<file path="src/rtl/ihu_mem_ctrl.sv">
// ---------------------------------------------------------------------------
// ihu_mem_ctrl
//
// Synchronous sequencer for the IHU asynchronous byte-wide memory bus
// (512Kx8 SRAM and 256Kx8 EPROM).
//
// The CPU side issues single-byte read/write requests over req/ack. The
// controller decodes the target device, counts out the wait states for the
// nCS/nOE/nWE strobes, captures read data and owns the data-bus drive
// enable. Every output is a register.
//
// Optional build macro:
//   MEMCTL_WPROT_EN - SRAM writes to addr[18:0] <= WP_TOP are rejected
//                     with ack+err (same handling as a write to ROM).
//
// Ports:
//   clk, rst          clock, synchronous active-high reset
//   req, we, addr,    request, write select, byte address (addr[19]=1 ROM),
//   wdata             write data
//   rdata             last read data (held until the next completed read)
//   ack, err          one-cycle completion / error pulses
//   busy              high in every state except IDLE
//   mem_A, mem_Dout,  memory address, data to memory, data drive enable
//   mem_Doe
//   mem_Din           data from memory
//   sram_nCS, rom_nCS chip selects
//   mem_nOE, mem_nWE  shared output enable, SRAM write enable
// ---------------------------------------------------------------------------
module ihu_mem_ctrl #(
    parameter int unsigned RD_WAIT  = 2,
    parameter int unsigned WR_SETUP = 1,
    parameter int unsigned WR_PULSE = 2,
    parameter int unsigned WR_HOLD  = 1,
    parameter int unsigned TURN     = 1,
    parameter logic [18:0] WP_TOP   = 19'h00FFF
) (
    input  logic        clk,
    input  logic        rst,
    input  logic        req,
    input  logic        we,
    input  logic [19:0] addr,
    input  logic [7:0]  wdata,
    output logic [7:0]  rdata,
    output logic        ack,
    output logic        err,
    output logic        busy,
    output logic [18:0] mem_A,
    output logic [7:0]  mem_Dout,
    output logic        mem_Doe,
    input  logic [7:0]  mem_Din,
    output logic        sram_nCS,
    output logic        rom_nCS,
    output logic        mem_nOE,
    output logic        mem_nWE
);

    typedef enum logic [2:0] {
        ST_IDLE,
        ST_RD_ACC,
        ST_WR_SETUP,
        ST_WR_PULSE,
        ST_WR_HOLD,
        ST_TURN
    } state_t;

    // Counter load values: a state lasts (load + 1) cycles.
    localparam logic [3:0] RD_LD = 4'(RD_WAIT  - 1);
    localparam logic [3:0] WS_LD = 4'(WR_SETUP - 1);
    localparam logic [3:0] WP_LD = 4'(WR_PULSE - 1);
    localparam logic [3:0] WH_LD = 4'(WR_HOLD  - 1);
    localparam logic [3:0] TN_LD = 4'(TURN     - 1);

    state_t      state, state_d;
    logic [3:0]  cnt, cnt_d;
    logic        is_rom, is_rom_d;
    logic [7:0]  rdata_d, mem_Dout_d;
    logic [18:0] mem_A_d;
    logic        ack_d, err_d, busy_d, mem_Doe_d;
    logic        sram_nCS_d, rom_nCS_d, mem_nOE_d, mem_nWE_d;
    logic        wp_hit;

`ifdef MEMCTL_WPROT_EN
    assign wp_hit = !addr[19] && (addr[18:0] <= WP_TOP);
`else
    logic unused_wp_top;
    assign unused_wp_top = ^WP_TOP;
    assign wp_hit        = 1'b0;
`endif

    always_comb begin
        // Defaults: strobes inactive, bus released, data registers hold.
        state_d    = state;
        cnt_d      = (cnt == 4'd0) ? 4'd0 : cnt - 4'd1;
        is_rom_d   = is_rom;
        rdata_d    = rdata;
        mem_A_d    = mem_A;
        mem_Dout_d = mem_Dout;
        ack_d      = 1'b0;
        err_d      = 1'b0;
        mem_Doe_d  = 1'b0;
        sram_nCS_d = 1'b1;
        rom_nCS_d  = 1'b1;
        mem_nOE_d  = 1'b1;
        mem_nWE_d  = 1'b1;

        case (state)
            ST_IDLE: begin
                cnt_d = cnt;
                if (req) begin
                    is_rom_d = addr[19];
                    // ROM is only 256K: bit 18 is forced low on ROM accesses.
                    mem_A_d  = {addr[18] & ~addr[19], addr[17:0]};
                    if (!we) begin
                        state_d    = ST_RD_ACC;
                        cnt_d      = RD_LD;
                        sram_nCS_d = addr[19];
                        rom_nCS_d  = ~addr[19];
                        mem_nOE_d  = 1'b0;
                    end else if (addr[19] || wp_hit) begin
                        // Rejected write: no strobes, straight to turnaround.
                        state_d = ST_TURN;
                        cnt_d   = TN_LD;
                        ack_d   = 1'b1;
                        err_d   = 1'b1;
                    end else begin
                        state_d    = ST_WR_SETUP;
                        cnt_d      = WS_LD;
                        sram_nCS_d = 1'b0;
                        mem_Doe_d  = 1'b1;
                        mem_Dout_d = wdata;
                    end
                end
            end

            ST_RD_ACC: begin
                if (cnt == 4'd0) begin
                    rdata_d = mem_Din;
                    ack_d   = 1'b1;
                    state_d = ST_TURN;
                    cnt_d   = TN_LD;
                end else begin
                    sram_nCS_d = is_rom;
                    rom_nCS_d  = ~is_rom;
                    mem_nOE_d  = 1'b0;
                end
            end

            ST_WR_SETUP: begin
                sram_nCS_d = 1'b0;
                mem_Doe_d  = 1'b1;
                if (cnt == 4'd0) begin
                    state_d   = ST_WR_PULSE;
                    cnt_d     = WP_LD;
                    mem_nWE_d = 1'b0;
                end
            end

            ST_WR_PULSE: begin
                sram_nCS_d = 1'b0;
                mem_Doe_d  = 1'b1;
                if (cnt == 4'd0) begin
                    state_d = ST_WR_HOLD;
                    cnt_d   = WH_LD;
                end else begin
                    mem_nWE_d = 1'b0;
                end
            end

            ST_WR_HOLD: begin
                if (cnt == 4'd0) begin
                    ack_d   = 1'b1;
                    state_d = ST_TURN;
                    cnt_d   = TN_LD;
                end else begin
                    sram_nCS_d = 1'b0;
                    mem_Doe_d  = 1'b1;
                end
            end

            ST_TURN: begin
                if (cnt == 4'd0) begin
                    state_d = ST_IDLE;
                end
            end

            default: begin
                state_d = ST_IDLE;
            end
        endcase

        busy_d = (state_d != ST_IDLE);
    end

    always_ff @(posedge clk) begin
        if (rst) begin
            state    <= ST_IDLE;
            cnt      <= 4'd0;
            is_rom   <= 1'b0;
            rdata    <= 8'h00;
            mem_A    <= 19'h0;
            mem_Dout <= 8'h00;
            ack      <= 1'b0;
            err      <= 1'b0;
            busy     <= 1'b0;
            mem_Doe  <= 1'b0;
            sram_nCS <= 1'b1;
            rom_nCS  <= 1'b1;
            mem_nOE  <= 1'b1;
            mem_nWE  <= 1'b1;
        end else begin
            state    <= state_d;
            cnt      <= cnt_d;
            is_rom   <= is_rom_d;
            rdata    <= rdata_d;
            mem_A    <= mem_A_d;
            mem_Dout <= mem_Dout_d;
            ack      <= ack_d;
            err      <= err_d;
            busy     <= busy_d;
            mem_Doe  <= mem_Doe_d;
            sram_nCS <= sram_nCS_d;
            rom_nCS  <= rom_nCS_d;
            mem_nOE  <= mem_nOE_d;
            mem_nWE  <= mem_nWE_d;
        end
    end

endmodule

</file>
<file path="config.mk">
export PLATFORM = sky130hd
export DESIGN_NAME = ihu_mem_ctrl
export DESIGN_NICKNAME = d
export VERILOG_FILES = /design/src/rtl/ihu_mem_ctrl.sv
export SDC_FILE = /design/constraint.sdc
export NUM_CORES = 1
export LEC_CHECK = 0
export BUFFER_PORTS_ARGS = -buffer_cell sky130_fd_sc_hd__buf_2
export CORE_MARGIN = 3
export CORE_UTILIZATION = 39
export CTS_BUF_LIST = sky130_fd_sc_hd__clkbuf_16
export CTS_CLUSTER_SIZE = 40
export DETAILED_ROUTE_END_ITERATION = 12
export GPL_ROUTABILITY_DRIVEN = 0
export GPL_TIMING_DRIVEN = 1
export PLACE_DENSITY_LB_ADDON = 0.05
export SYNTH_ARGS = -nofsm -noshare
export SYNTH_HDL_FRONTEND = slang
export SYNTH_SLANG_ARGS = --single-unit
export TNS_END_PERCENT = 50
</file>
<file path="constraint.sdc">
create_clock -name clk -period 1.9 [get_ports clk]
set_input_delay 0.38 -clock clk [delete_from_list [all_inputs] [get_ports clk]]
set_output_delay 0.38 -clock clk [all_outputs]
set_load 0.02 [all_outputs]
</file>
==> flow_summary.toml <==
[critical_path]
r2r_slack_ps = 230
worstPathArrival_ps = 1880
critPathTopFamily = "simple AND/OR/NAND/NOR gates"
worst-path-stages = 5
crit_chain = "or4b_1, buf_4, nor2_2, nand2_1, a21oi_1"
crit_buf_inv = 1
cpPeakStageDelay_ps = 560
rr_endpoint = "mem_Dout[3]"
crit_fanout = 9
cp-start-kind = "register"
rr_startpoint = "state[1]"
critPathLaunch = "state[1]"
end_kind = "register"
slowest_stage = "or4b_1"
crit_path_end = "mem_Dout[3]"
critPathRequiredTime_ps = 2110
path_class = "register to register"
worst-r2r-cell-count = 5

[placement]
io_buffer_count = 82
dp.cells = 373
placed_area_sq_um = 2470
post-dp-hpwl_mm = 3.43

[logic_synthesis]
synth.distinct_cells = 37
ys_ff_latch = 51
synth_fa_ha_area_frac = 0
synthCells = 227
synthTopCellsByArea = "dfxtp_1 (52%), nand2_1 (12%), a21oi_1 (8.2%), mux2i_1 (4.6%), nor2_1 (3.3%)"
synth_most_common_cell = "nand2_1"
synth_mux_area_frac = 0.0461
yosysSeqAreaShare = 0.522
yosys.area_share.simple = 0.251
yosysWarnings = 0
yosys.area.top_type = "dfxtp_1"
synth_enable_flop_cells = 0
synth-main-ff-cell = "dfxtp_1"
synthTopCellsByCount = "nand2_1 (60), dfxtp_1 (51), a21oi_1 (32)"
synth_compound_area_frac = 0.133
synth_xor_area_frac = 0.00896
ys_async_sr_fraction = 0
avgSynthCellArea_sq_um = 8.62
syn_nets = 267
syn-cell-area_sq_um = 1960
synth_top_area_frac = 0.522
synth_top_family_by_area = "simple AND/OR/NAND/NOR gates"

[clocking]
cts_root_buf = "clkbuf_16"
cts_buffers = 5
postCtsHoldBufs = 0
cts_sinks = 51
clk_pin_slew_worst_paths_ps = 70
cts_tree = "done"
htreeDepth = 2
clk_latency_ps = 280
clock_path_buffers = 2
postCtsSetupBuffers = 0
cts_resized = 0

[worst_hold_path]
hold_path_depth = 3
min_path_type = "primary input to register"

[job]
drv_cap = 0

[sta]
period_share = 0.879
worstMarginPinSlew_ps = 521
skew_ps = 4.80
slew_violations = 0
rsz0062_at_grt = "no"
max_freq_ghz = 0.599
setup_tns_ps = 0
period_needed_ps = 1670
holdWs_ps = 328
finalSetupViolations = 0
slew_headroom = 0.653
hold_viol = 0

[layout]
fin_cells = 381
fin_nets = 353
synthToLayoutAreaGrowth_pct = 33.8
drive_above_1_share = 0.344
final_area_sq_um = 2620
antenna_cells = 0

[pwr]
swShare = 0.322
power_mw = 3.04
p_switching_mw = 0.979
powerDensity_nw_per_um2 = 1160
leakage_nw = 1.22
power_frac_comb = 0.297
ir_drop_uv = 472
pwr-share-clk = 0.285
p_seq_frac = 0.417
intPower_mw = 2.06

[grt]
grt_busiest_layer = "met2"
grt_pass1_wl_mm = 7.92
grt_pass1_vias = 1675
antenna_found_initial = 0
grt_max_degree = 24
grt_overflow = 0
grt_usage = 0.162
grt_util_met1 = 0.209
grtUsageMet2 = 0.266
use_met3 = 0.0423

[routing]
drt.antenna.violating_nets = 0
first_iter_violations = 74
via_count = 1788
first_pass_iters = 4
vias_per_cell = 4.69
drc = 0
routedWlPerCell_um = 12.3
wirelength_mm = 4.69

[die]
die_w_um = 76.8
fp.dieArea_sq_um = 5900
io_pins = 83
core_area_sq_um = 4790
start_util = 0.409
die_h_um = 76.8
num_rows = 25

[status]
status = "complete, no violations"
state kept, by name, indices dropped and copies added, names as in the netlist, 3 cells and up:
| register | cells |
|---|---|
| mem_A | 19 |
| mem_Dout | 8 |
| rdata | 8 |
| cnt | 4 |
| state | 3 |
how the worst min path moves through the flow:
stage | startpoint | slack, ps | endpoint
after floorplan | is_rom | 450 | is_rom
after global placement | mem_A[7] | 440 | mem_A[7]
after detailed placement | mem_A[9] | 440 | mem_A[9]
after CTS | addr[13] | 320 | mem_A[13]
after global routing | mem_Din[3] | 330 | rdata[3]
final | mem_Din[3] | 330 | rdata[3]
cells in the final DEF, fill, tap and decap left out, types with 2 or more instances in the layout:
cell type / count
buf_4: 10
o21ai_0: 2
nand2_1: 60
nand3b_1: 3
or4_1: 2
buf_2: 82
o211ai_1: 2
nand2b_1: 4
mux2i_1: 9
dfxtp_1: 51
a31oi_1: 2
or2_2: 2
xnor2_1: 2
clkbuf_16: 5
nor2_1: 17
or3_1: 3
a21oi_1: 32
clkinv_2: 2
nand3_1: 4
worst reg2reg max path, cell delays in order, from the launching register on:
cell and delay [ps]:
dfxtp_1 320, or4b_1 560, buf_4 190, nor2_2 320, nand2_1 110, a21oi_1 120
logic make-up after synthesis:
logic type,count (synthesis)
AO/OA/AOI/OAI,45
XOR/XNOR,2
buffers and inverters,15
flip-flops,51
multiplexers,9
AND/OR/NAND/NOR,105
metal layers:
layer  share of wire  wire (um)  up-vias
li1                -          -      938
met1            0.46       2160      795
met2            0.47       2220       50
met3           0.059        275        5
met4          0.0077         36        0
met5               0          0        -
stage by stage:
step | util | worst slack [ps]
final | 0.547 | 231
after global routing | 0.547 | 111
after CTS | 0.547 | 213
after detailed placement | 0.517 | 145
after global placement | 0.517 | 181
after floorplan | - | 236
power by group through the flow:
stage          registers, mW  logic (mW)  clock network (mW)
6_report                1.27       0.905               0.868
5_1_grt                 1.29        1.01               0.943
4_1_cts                 1.27       0.911               0.904
3_5_place_dp            1.29       0.909                   0
3_3_place_gp            1.29       0.911                   0
2_1_floorplan           1.43       0.459                   0
area by class of cell:
type                       count  area (sq um)
clock buffer                   5           125
clock inverter                 3          18.8
fill                         491          2170
inverter                       1          3.75
multi-input combinational    161           860
sequential                    51          1020
tap                           67          83.8
timing repair buffer          93           505
No activity file was read; power rests on OpenSTA's default activity.
